`src/rtl/fpu_issue_ctrl_pkg.sv`:
```
// fpu_pkg: op encoding, unit latencies and op decode helpers shared by the
// FPU issue controller, its request interface and its slot scheduler.
package fpu_pkg;

    typedef enum logic [2:0] {
        OP_FADD  = 3'd0,
        OP_FSUB  = 3'd1,
        OP_FMUL  = 3'd2,
        OP_FDIV  = 3'd3,
        OP_FSQRT = 3'd4,
        OP_FTOI  = 3'd5,
        OP_ITOF  = 3'd6,
        OP_FABS  = 3'd7
    } fpu_op_e;

    localparam int LAT_FADD = 3;   // also fsub, fmul, fsqrt
    localparam int LAT_FDIV = 6;
    localparam int LAT_ITOF = 2;
    localparam int LAT_FTOI = 1;   // also fabs
    localparam int TAG_W    = 5;

    // fdiv is the longest-latency unit, so it sizes the reservation window
    localparam int MAX_LAT   = LAT_FDIV;
    localparam int DIV_CNT_W = $clog2(LAT_FDIV);

    function automatic logic [2:0] op_lat(input fpu_op_e op);
        case (op)
            OP_FDIV:          return 3'(LAT_FDIV);
            OP_ITOF:          return 3'(LAT_ITOF);
            OP_FTOI, OP_FABS: return 3'(LAT_FTOI);
            default:          return 3'(LAT_FADD);
        endcase
    endfunction

    function automatic logic [7:0] op_onehot(input fpu_op_e op);
        return 8'b0000_0001 << op;
    endfunction

endpackage

```
`src/rtl/fpu_issue_ctrl_if.sv`:
```
// fpu_issue_ctrl_if: valid/ready request channel carrying one FP op
// (opcode, operands, destination tag) into the issue controller.
interface fpu_issue_ctrl_if;
    import fpu_pkg::*;

    logic             in_valid;
    logic             in_ready;
    fpu_op_e          in_op;
    logic [TAG_W-1:0] in_rd;
    logic [31:0]      in_x1;
    logic [31:0]      in_x2;

    modport master (output in_valid, in_op, in_rd, in_x1, in_x2, input in_ready);
    modport slave  (input in_valid, in_op, in_rd, in_x1, in_x2, output in_ready);
endinterface

```
`src/rtl/fpu_issue_ctrl_slot_sched.sv`:
```
// fpu_slot_sched: result-bus reservation for the FPU issue controller.
// busy[k] set means a result is due k cycles from now; busy[0] is the slot
// being retired this cycle. The tag pipe shifts alongside busy, and div_cnt
// enforces fdiv's non-pipelined issue spacing.
module fpu_slot_sched
    import fpu_pkg::*;
(
    input  logic             sys_clk,
    input  logic             rst,
    input  fpu_op_e          req_op,
    input  logic             issue,
    input  logic [TAG_W-1:0] issue_rd,
    output logic             can_issue,
    output logic             slot_busy,
    output logic [TAG_W-1:0] slot_rd
);

    logic [MAX_LAT:0]       busy;
    logic [MAX_LAT:0]       busy_shift;
    logic [TAG_W-1:0]       tag [MAX_LAT:0];
    logic [DIV_CNT_W-1:0]   div_cnt;
    logic [2:0]             lat;

    assign lat        = op_lat(req_op);
    assign busy_shift = {1'b0, busy[MAX_LAT:1]};
    // Look at the window as it will be after this edge's shift
    assign can_issue  = !busy_shift[lat] && !(req_op == OP_FDIV && div_cnt != '0);
    assign slot_busy  = busy[0];
    assign slot_rd    = tag[0];

    // Shift reservations/tags toward slot 0; new issue claims slot L
    always_ff @(posedge sys_clk or posedge rst) begin
        if (rst) begin
            busy    <= '0;
            div_cnt <= '0;
            for (int i = 0; i <= MAX_LAT; i++) tag[i] <= '0;
        end else begin
            busy <= busy_shift;
            for (int i = 0; i < MAX_LAT; i++) tag[i] <= tag[i+1];
            tag[MAX_LAT] <= '0;
            if (issue) begin
                busy[lat] <= 1'b1;
                tag[lat]  <= issue_rd;
            end
            if (issue && req_op == OP_FDIV)
                div_cnt <= DIV_CNT_W'(LAT_FDIV - 1);
            else if (div_cnt != '0)
                div_cnt <= div_cnt - 1'b1;
        end
    end

endmodule

```
`src/rtl/fpu_issue_ctrl.sv`:
```
// fpu_issue_ctrl: issue/retire controller in front of the FPU. Drives the
// one-hot opcode and operands, reserves the shared result slot, and emits a
// tagged writeback when the FPU result returns.
// Optional feature macro: FPU_ISSUE_PERF_EN adds perf_issued/perf_stall.
module fpu_issue_ctrl
    import fpu_pkg::*;
(
    input  logic              sys_clk,
    input  logic              rst,
    fpu_issue_ctrl_if.slave   req,
    output logic [7:0]        opcode,
    output logic [31:0]       x1,
    output logic [31:0]       x2,
    input  logic [31:0]       fpu_y,
    input  logic              fpu_valid,
    input  logic              fpu_ovf,
    input  logic              fpu_unf,
    output logic              wb_valid,
    output logic [TAG_W-1:0]  wb_rd,
    output logic [31:0]       wb_data,
    output logic              wb_ovf,
    output logic              wb_unf,
    output logic              proto_err
`ifdef FPU_ISSUE_PERF_EN
    ,
    output logic [31:0]       perf_issued,
    output logic [31:0]       perf_stall
`endif
);

    logic             can_issue;
    logic             accept;
    logic             slot_busy;
    logic [TAG_W-1:0] slot_rd;
    logic             retire;

    assign req.in_ready = !rst && can_issue;
    assign accept       = req.in_valid && req.in_ready;
    assign retire       = slot_busy && fpu_valid;

    fpu_slot_sched u_sched (
        .sys_clk   (sys_clk),
        .rst       (rst),
        .req_op    (req.in_op),
        .issue     (accept),
        .issue_rd  (req.in_rd),
        .can_issue (can_issue),
        .slot_busy (slot_busy),
        .slot_rd   (slot_rd)
    );

    // Register the FPU command; opcode is a one-cycle pulse per accepted op
    always_ff @(posedge sys_clk or posedge rst) begin
        if (rst) begin
            opcode <= '0;
            x1     <= '0;
            x2     <= '0;
        end else begin
            opcode <= accept ? op_onehot(req.in_op) : 8'h00;
            if (accept) begin
                x1 <= req.in_x1;
                x2 <= req.in_x2;
            end
        end
    end

    // Tagged writeback when a reserved slot sees a result; flag any disagreement
    always_ff @(posedge sys_clk or posedge rst) begin
        if (rst) begin
            wb_valid  <= 1'b0;
            wb_rd     <= '0;
            wb_data   <= '0;
            wb_ovf    <= 1'b0;
            wb_unf    <= 1'b0;
            proto_err <= 1'b0;
        end else begin
            wb_valid <= retire;
            if (retire) begin
                wb_rd   <= slot_rd;
                wb_data <= fpu_y;
                wb_ovf  <= fpu_ovf;
                wb_unf  <= fpu_unf;
            end
            if (slot_busy != fpu_valid) proto_err <= 1'b1;
        end
    end

`ifdef FPU_ISSUE_PERF_EN
    // Free-running counters of accepted ops and stalled request cycles
    always_ff @(posedge sys_clk or posedge rst) begin
        if (rst) begin
            perf_issued <= '0;
            perf_stall  <= '0;
        end else begin
            if (accept) perf_issued <= perf_issued + 32'd1;
            if (req.in_valid && !req.in_ready) perf_stall <= perf_stall + 32'd1;
        end
    end
`endif

endmodule

```
`src/flat_wrapper.sv`:
```
// flat-port wrapper written by rule: the top's interface ports become plain ports
module fpu_issue_ctrl_flat import fpu_pkg::*;
  (sys_clk, rst, opcode, x1, x2, fpu_y, fpu_valid, fpu_ovf, fpu_unf, wb_valid, wb_rd, wb_data, wb_ovf, wb_unf, proto_err, req_in_valid, req_in_op, req_in_rd, req_in_x1, req_in_x2, req_in_ready);
  fpu_issue_ctrl_if req_i ();
  input  logic sys_clk;
  input  logic rst;
  output logic [7:0] opcode;
  output logic [31:0] x1;
  output logic [31:0] x2;
  input  logic [31:0] fpu_y;
  input  logic fpu_valid;
  input  logic fpu_ovf;
  input  logic fpu_unf;
  output logic wb_valid;
  output logic [TAG_W-1:0] wb_rd;
  output logic [31:0] wb_data;
  output logic wb_ovf;
  output logic wb_unf;
  output logic proto_err;
  input wire logic [$bits(req_i.in_valid)-1:0] req_in_valid;
  input wire logic [$bits(req_i.in_op)-1:0] req_in_op;
  input wire logic [$bits(req_i.in_rd)-1:0] req_in_rd;
  input wire logic [$bits(req_i.in_x1)-1:0] req_in_x1;
  input wire logic [$bits(req_i.in_x2)-1:0] req_in_x2;
  output wire logic [$bits(req_i.in_ready)-1:0] req_in_ready;
  assign req_i.in_valid = req_in_valid;
  assign req_i.in_op = req_in_op;
  assign req_i.in_rd = req_in_rd;
  assign req_i.in_x1 = req_in_x1;
  assign req_i.in_x2 = req_in_x2;
  assign req_in_ready = req_i.in_ready;
  fpu_issue_ctrl u_core (.sys_clk(sys_clk), .rst(rst), .req(req_i), .opcode(opcode), .x1(x1), .x2(x2), .fpu_y(fpu_y), .fpu_valid(fpu_valid), .fpu_ovf(fpu_ovf), .fpu_unf(fpu_unf), .wb_valid(wb_valid), .wb_rd(wb_rd), .wb_data(wb_data), .wb_ovf(wb_ovf), .wb_unf(wb_unf), .proto_err(proto_err));
endmodule
```
`config.mk`:
```
export PLATFORM = sky130hd
export DESIGN_NAME = fpu_issue_ctrl_flat
export DESIGN_NICKNAME = d
export VERILOG_FILES = /design/src/rtl/fpu_issue_ctrl_pkg.sv /design/src/rtl/fpu_issue_ctrl_if.sv /design/src/rtl/fpu_issue_ctrl_slot_sched.sv /design/src/rtl/fpu_issue_ctrl.sv /design/src/flat_wrapper.sv
export SDC_FILE = /design/constraint.sdc
export NUM_CORES = 1
export LEC_CHECK = 0
export CAP_MARGIN = 20
export CORE_AREA = 4 4 119 121
export DETAILED_ROUTE_END_ITERATION = 10
export DIE_AREA = 0 0 123 125
export PLACE_DENSITY = 0.86
export SYNTH_ARGS = -nofsm -noshare
export SYNTH_HDL_FRONTEND = slang
export SYNTH_SLANG_ARGS = --single-unit
```
`constraint.sdc`:
```
create_clock -name sys_clk -period 13.6 [get_ports sys_clk]
set_input_delay 3.4 -clock sys_clk [delete_from_list [all_inputs] [get_ports sys_clk]]
set_output_delay 3.4 -clock sys_clk [all_outputs]
set_load 0.01 [all_outputs]
```
== After elaboration in Yosys (flattened, before gate mapping) ==
Index checks and enable logic that the tools add are counted.
Storage, ports and cells
  logic and storage cells: 54
  register bits: 158
Cells by class
  equality and inequality tests: 5
  reduce and logical (&&, ||, !) cells: 13
  bitwise operators: 1
  magnitude comparators: 2
  add/subtract/negate cells: 1
  muxes and demuxes: 13
  shift operators: 1
Operators by type and width (number)
  35-bit bitwise mux: 1
  35-bit 2-to-1 mux: 1
  5-bit demux with 3-bit select: 1
  3-bit equality test (second input constant): 3
  3-bit case mux with 3 select lines: 1
  8-bit 2-to-1 mux: 1
  1-bit by 3-bit left shift with 8-bit output (first input constant): 1
  1-bit logical AND: 7
  7-bit 2-to-1 mux: 1
  6-bit by 7-bit OR with 7-bit output: 1
  3-bit 2-to-1 mux: 2
  5-bit 2-to-1 mux: 1
  3-bit by 4-bit < comparator with 1-bit output (second input constant): 1
  1-bit binary-select mux with 3-bit select: 1
  1-bit demux with 3-bit select: 1
  3-bit by 2-bit equality test with 1-bit output (second input constant): 1
  3-bit by 1-bit greater-or-equal comparator with 1-bit output (second input constant): 1
  1-bit zero test: 3
  3-bit nonzero test: 1
  3-bit by 1-bit subtractor with 3-bit output (second input constant): 1
  1-bit 2-to-1 mux: 2
  2-bit nonzero test: 1
  2-bit OR reduction: 1
  1-bit != test: 1

== Depth between registers and ports, before layout ==
Gate-level depths: netlist of run 1.
  word-level depth: 11
  depth in mapped cells: 7
  depth with buffers taken out: 6

== Modules after synthesis ==
A second synthesis of run 1 with hierarchy kept.
Unflattened totals
  cell total of the unflattened synthesis: 362
  area total of the unflattened synthesis: 5826.8 um^2
Modules (own cells, without submodules)
  fpu_issue_ctrl: times used 1, cells each 245, seq. area each 2827.7 um^2, area an instance 4189.0 um^2
  fpu_slot_sched: times used 1, cells each 117, seq. area each 1126.1 um^2, area an instance 1637.8 um^2

== Least setup slack after synthesis of run 1 ==
OpenSTA, ideal clock, no wires.
  path type: input to output
  from: input rst
  to: output req_in_ready
  stages: 3
  data arrival time: 7385 ps
  path slack: 2815 ps
  buffers on the path: 0
  cell sequence: inv_1 -> o21ai_0 -> nor2_1
Between the ends
  word-level cells in the longest chain between the ends: 2
Ends and longest elaborated chain
  start, declared: RTL line flat_wrapper.sv:6  | input logic rst;
  1-bit zero test (no source line)
  1-bit logical AND: RTL line fpu_issue_ctrl.sv:37  | assign req.in_ready = !rst && can_issue;
  end, declared: RTL line flat_wrapper.sv:25  | output wire logic [$bits(req_i.in_ready)-1:0] req_in_ready;
No other way between the ends.

== Final worst setup path of run 1 ==
  from: input req_in_op[0]
  to: output req_in_ready
Between the ends
  word-level cells in the longest chain between the ends: 8
Ends and longest elaborated chain
  start, declared: RTL line flat_wrapper.sv:21  | input wire logic [$bits(req_i.in_op)-1:0] req_in_op;
  3-bit equality test: RTL line fpu_issue_ctrl_pkg.sv:27  | case (op)
  2-bit OR reduction: RTL line fpu_issue_ctrl_pkg.sv:27
  3-bit case mux with 3 select lines: RTL line fpu_issue_ctrl_pkg.sv:27
  1-bit binary-select mux with 3-bit select: RTL line fpu_issue_ctrl_slot_sched.sv:27  | assign can_issue = !busy_shift[lat] && !(req_op == OP_FDIV && div_cnt != '0);
  1-bit 2-to-1 mux (implied by the code): RTL line fpu_issue_ctrl_slot_sched.sv:27
  1-bit zero test: RTL line fpu_issue_ctrl_slot_sched.sv:27
  1-bit logical AND (*): RTL line fpu_issue_ctrl_slot_sched.sv:27
  1-bit logical AND (*): RTL line fpu_issue_ctrl.sv:37
Every way passes the cells marked *; elsewhere a longest branch is shown, timed or not. The select of a mux whose other input is x is not followed.

==> metrics, run 1 <==
Finished Layout Cells 768; initial antenna violation count 0; Setup WS post-layout 4.52 ns; core area 13100 sq um; Max Cap Viol 0; # hold bufs at CTS 0; Die Ht 125 um; peak supply drop 72.8 uV; Mapped Nets 479; Reg2Reg Depth 7; Max Fclk 0.110 GHz; Total Routing Usage GR 18.8%; post-DP HPWL 10400 um; Placer Congestion 0.809; total vias in the final route 3725; ranking of synthesized cells by area dfrtp_1 (64%), mux2_4 (15%), mux2_2 (11%); largest area contributor in the netlist dfrtp_1; clock sinks 158; Syn Inst Count 366; Worst Hold Path EP u_core.u_sched.slot_rd[0]; latest clock arrival within the worst-skew pair 0.40 ns; crit-path max FO 11; 1st-iter DRT viols 133; PD cells 163 nW/um^2; total die area 15400 sq um; Initial Utilization 46.9%; IO Pins 224; Slew headroom 38.6%; Synth Cell Area 6140 sq um; DR WL/cell 18.6 um; worst hold start u_core.u_sched.tag[5]; critical path's slowest cell a211oi_1; Leak Pwr 4.01 nW; Startpoint Class primary input; crit share post-route 66.8%; Crit Path Category primary input to primary output; first-pass GRT wire length 22100 um; CP required 10.20 ns; Max stage delay on crit path 0.66 ns; CTS tree yes; Area Overhead vs Synth 47.6%; Initial DRT Pass Iterations 4; total number of yosys warnings 0; Netlist cell types 35; placed cell count 736; Rows 42; IO Port Bufs 223; post-layout util 69.2%; final antenna-violating net count 0; Remaining DRCs 0; largest net degree at the start of global routing 85; fillers 862; status completed; H-Tree Depth 4; final instance area 9060 sq um; drt total wl 14300 um; syn avg cell area 16.8 sq um; crit-path cells clkdlybuf4s50_1, inv_1, a211oi_1, a211oi_1, nor2_1, clkdlybuf4s50_1; CTS root buf clkbuf_16; fin nets 693; TritonCTS buffer count 17; Setup Skew 0.00638 ns; vias in the first global route 4060; flop2flop setup slack 10.56 ns; CP endpoint kind primary output; setup violators final 0; Setup Fix Bufs, Post-CTS 0; Max clock buf depth 2; Reg2Reg Launch Point u_core.u_sched.div_cnt[0]; Hold Vio Cnt, Final 0; Hold Crit Depth 0; RSZ-0062 raised after global routing false; ratio of cells with drive above 1 in the final layout 27.4%; fin. max-slew vios 0; routed vias/inst 4.85; Slew @ Worst Pin 0.921 ns; Setup TNS 0 ns; HP Class flip-flop to flip-flop; sequential area share after synthesis 64.4%; Gates resized, CTS repair 0; Yosys top cell area share 64.4%; clock-pin slew on the worst setup and hold paths 0.06 ns; Final Critical Period 9.08 ns; # diodes 0; width of the chip 123 um; DP Worst Slack 4.57 ns; Reg-to-Reg End u_core.x2[30]; synthesized flop and latch total 158; Crit path arrival time 5.68 ns; DP Area 8390 sq um; Overflow after GRT 0
[placed cells by master, fill, tap and decap left out, types with 2 or more instances in the layout]
| master | n |
|---|---|
| clkdlybuf4s50_1 | 223 |
| a211oi_1 | 3 |
| mux2_2 | 58 |
| nor4_1 | 2 |
| or2_2 | 3 |
| inv_1 | 3 |
| a21oi_1 | 2 |
| buf_4 | 2 |
| nand3_1 | 3 |
| and2_1 | 5 |
| nor2b_1 | 3 |
| dfrtp_1 | 158 |
| o22ai_1 | 2 |
| nor3_1 | 4 |
| nand2b_1 | 3 |
| ha_1 | 2 |
| bufinv_16 | 5 |
| clkinv_4 | 3 |
| nor2_1 | 7 |
| mux2_4 | 60 |
| inv_6 | 3 |
| clkbuf_16 | 17 |
| clkinvlp_4 | 2 |
[layout make-up]
cell class | count | area (sq um) | area share, %
Sequential cell | 158 | 3950 | 43.6
Timing Repair Buffer | 226 | 2270 | 25.1
Multi-Input combinational cell | 173 | 1950 | 21.5
Clock buffer | 18 | 429 | 4.74
Tap cell | 176 | 220 | 2.43
Clock inverter | 13 | 214 | 2.36
Inverter | 4 | 20.0 | 0.221
[metal layers]
metal  wire, um  track usage, %  vias to the layer above
li1           -               -                     1686
met2       7470            32.5                      136
met1       5500            22.1                     1881
met3        970            5.56                       22
met4        342            6.45                        0
met5          0               0                        -
[how the worst max path moves through the flow]
stage,startpoint,end,cells after the start
after detailed placement,req_in_op[2],req_in_ready,6
after floorplan,rst,req_in_ready,3
after CTS,req_in_op[2],req_in_ready,6
after global placement,req_in_op[2],req_in_ready,6
after global routing,req_in_op[2],req_in_ready,6
final,req_in_op[0],req_in_ready,6
[power breakdown]
group | total, mW | leakage [nW] | internal (mW) | switching [mW]
Combinational | 0.371 | 1.74 | 0.239 | 0.133
Clock | 0.509 | 0.307 | 0.326 | 0.183
Sequential | 0.596 | 1.96 | 0.551 | 0.0450
[logic make-up (layout without fill, tap and decap cells)]
kind of cell	Yosys count	in the layout	share of synthesized area, %
buffers and inverters	35	261	3.89
multiplexers	118	118	25.3
flip-flops	158	158	64.4
AO/OA/AOI/OAI	12	12	1.59
adder cells (fa/ha/maj)	3	3	0.611
AND/OR/NAND/NOR	40	40	4.20
[cell usage after synthesis, drive strengths merged]
master   instances
a211oi           3
a21oi            2
a311o            1
and2             5
and3             1
and4b            1
buf              9
clkbuf          22
dfrtp          158
ha               3
inv              4
mux2           118
nand2            2
nand2b           3
nand3            3
nand3b           1
nand4bb          1
nor2             9
nor2b            3
nor3             5
nor4             2
nor4b            1
o211ai           2
o21a             1
o21ai            1
o22ai            2
or2              3
[critical path, delay by kind of cell]
kind                   cells  cell delay (ns)
buffers and inverters      3             1.40
AO/OA/AOI/OAI              2             0.74
AND/OR/NAND/NOR            1             0.13
[flip-flops by register name (all words and copies together) (netlist names)]
register,flops
u_core.wb_ovf,1
u_core.u_sched.slot_rd,5
u_core.x1,32
u_core.u_sched.div_cnt,3
u_core.wb_valid,1
u_core.u_sched.busy,7
u_core.x2,32
u_core.wb_rd,5
u_core.u_sched.tag,30
u_core.proto_err,1
u_core.opcode,8
u_core.wb_data,32
u_core.wb_unf,1
[stage by stage]
stage               hold slack, ns  total power, mW
floorplan                    0.405            0.766
global route                 0.353             1.54
finish                       0.348             1.48
global placement             0.332            0.959
detailed placement           0.335            0.975
CTS                          0.349             1.49
No activity file was read; power rests on OpenSTA's default activity.
==> run 2: changes to the inputs <==
--- a/config.mk
+++ b/config.mk
@@ -6,10 +6,10 @@
 export NUM_CORES = 1
 export LEC_CHECK = 0
 export CAP_MARGIN = 20
-export CORE_AREA = 4 4 119 121
+export CORE_AREA = 4 4 122 124
 export DETAILED_ROUTE_END_ITERATION = 10
-export DIE_AREA = 0 0 123 125
-export PLACE_DENSITY = 0.86
+export DIE_AREA = 0 0 126 128
+export PLACE_DENSITY = 0.82
 export SYNTH_ARGS = -nofsm -noshare
 export SYNTH_HDL_FRONTEND = slang
 export SYNTH_SLANG_ARGS = --single-unit
==> constraint.sdc (replaced) <==
create_clock -name sys_clk -period 8.67 [get_ports sys_clk]
set_input_delay 2.1675 -clock sys_clk [delete_from_list [all_inputs] [get_ports sys_clk]]
set_output_delay 2.1675 -clock sys_clk [all_outputs]
set_load 0.01 [all_outputs]
==> run 2 against run 1 <==
Effect of this change: wire length about the same; clock skew down 0.00091 ns; total power up 54%; non-clock buffer count down 1; global-route usage down 0.68 points; die area up 4.9%; via count about the same; cell count up 0.52%; register-to-register slack worse by 4.8 ns; critical path depth unchanged; critical endpoint unchanged.
==> metrics, run 2 (synthesis gave the netlist of run 1 again) <==
status completed; fillers 995; # hold bufs at CTS 0; Gates resized, CTS repair 0; Total Routing Usage GR 18.1%; Placer Congestion 0.903; Final Critical Period 6.58 ns; initial antenna violation count 0; H-Tree Depth 4; met2 usage 31.5%; Hold Vio Cnt, Final 0; Multi-input gate area 1950 sq um; Slew @ Worst Pin 0.960 ns; IO Port Bufs 223; clock sinks 158; vias in the first global route 4065; CP required 6.50 ns; IO Pins 224; Critical path origin req_in_op[2]; PD cells 252 nW/um^2; HP Class flip-flop to flip-flop; DR WL/cell 18.5 um; Overflow after GRT 0; placed cell count 740; Area Overhead vs Synth 46.7%; Setup Fix Bufs, Post-CTS 0; ratio of cells with drive above 1 in the final layout 27.5%; Startpoint Class primary input; Max Fclk 0.152 GHz; crit-path max FO 13; Crit path arrival time 4.42 ns; drt total wl 14300 um; total die area 16100 sq um; CP Capture Point req_in_ready; first-pass GRT wire length 22400 um; met1 global-route usage 21.3%; CTS root buf clkbuf_16; core area 13800 sq um; Slew headroom 36.0%; Largest regs u_core.wb_data: 32 flops, u_core.x1: 32 flops, u_core.x2: 32 flops; register area 3950 sq um; setup violators final 0; Finished Layout Cells 772; Leak Pwr 3.99 nW; commonest non-fill, non-tap cells in the layout clkdlybuf4s50_1 (223), dfrtp_1 (158), mux2_4 (60); CTS tree yes; fin nets 692; latest clock arrival within the worst-skew pair 0.42 ns; busiest layer in global routing met2; CP endpoint kind primary output; Setup TNS 0 ns; TritonCTS buffer count 17; final antenna-violating net count 0; Final Total Pwr 2.27 mW; Die Ht 128 um; fin. max-slew vios 0; total vias in the final route 3726; Initial Utilization 44.6%; peak supply drop 141 uV; Max Cap Viol 0; 1st-iter DRT viols 148; flop2flop setup slack 5.75 ns; Rows 43; # diodes 0; RSZ-0062 raised after global routing false; post-DP HPWL 10500 um; Crit Path Category primary input to primary output; routed vias/inst 4.83; largest net degree at the start of global routing 98; clock-pin slew on the worst setup and hold paths 0.06 ns; final instance area 9010 sq um; crit share post-route 75.9%; Hold Crit Depth 0; Reg2Reg Launch Point u_core.u_sched.div_cnt[0]; Setup Skew 0.00547 ns; Reg2Reg Depth 7; Reg-to-Reg End u_core.x2[27]; Max clock buf depth 2; Remaining DRCs 0; commonest non-fill, non-tap cell in the layout clkdlybuf4s50_1; met3 Use GR 5.46%; width of the chip 126 um; Initial DRT Pass Iterations 4; DP Area 8400 sq um
[run 2: cell count changes in the layout (fill, tap and decap cells not counted)]
cell / change
buf_16: -1
bufinv_16: -2
clkbuf_1: -1
clkinv_4: +1
clkinvlp_4: +1
inv_6: +2
[run 2: layer usage]
layer	vias up	routed length [um]
met1	1881	5560
met5	-	0
met3	17	826
li1	1687	-
met4	0	201
met2	141	7700
[run 2: final cells by class]
class	count	share of cell area (%)
repair buffers	225	24.9
inverters	4	0.222
clock buffers	17	4.72
clock inverters	15	2.08
well taps	180	2.50
multi-input cells	173	21.6
flip-flops and latches	158	43.9
[run 2: stage by stage]
step                      hold slack (ns)  setup slack, ns  util, %
after floorplan                     0.405            0.350        -
after global placement              0.333             2.24     61.0
after detailed placement            0.335             2.16     61.0
after CTS                           0.350             2.14     65.4
after global routing                0.360             1.96     65.4
final                               0.348             2.09     65.4
[run 2: worst min-delay path by stage]
stage | from | endpoint
2_1_floorplan | u_core.u_sched.busy[1] | u_core.u_sched.busy[0]
3_3_place_gp | u_core.u_sched.tag[34] | u_core.u_sched.tag[29]
3_5_place_dp | u_core.u_sched.tag[5] | u_core.u_sched.slot_rd[0]
4_1_cts | u_core.u_sched.tag[5] | u_core.u_sched.slot_rd[0]
5_1_grt | u_core.u_sched.tag[9] | u_core.u_sched.slot_rd[4]
6_report | u_core.u_sched.tag[5] | u_core.u_sched.slot_rd[0]
[run 2: worst max-delay path, cell delays in order]
cell	delay [ns]
clkdlybuf4s50_1	0.62
nand2_2	0.26
o22ai_1	0.11
a211oi_1	0.63
nor2_1	0.12
clkdlybuf4s50_1	0.51
[run 2: power breakdown]
part	switching (mW)	leakage, nW	internal, mW
Clock	0.300	0.291	0.457
Sequential	0.0698	1.96	0.864
Combinational	0.207	1.73	0.373
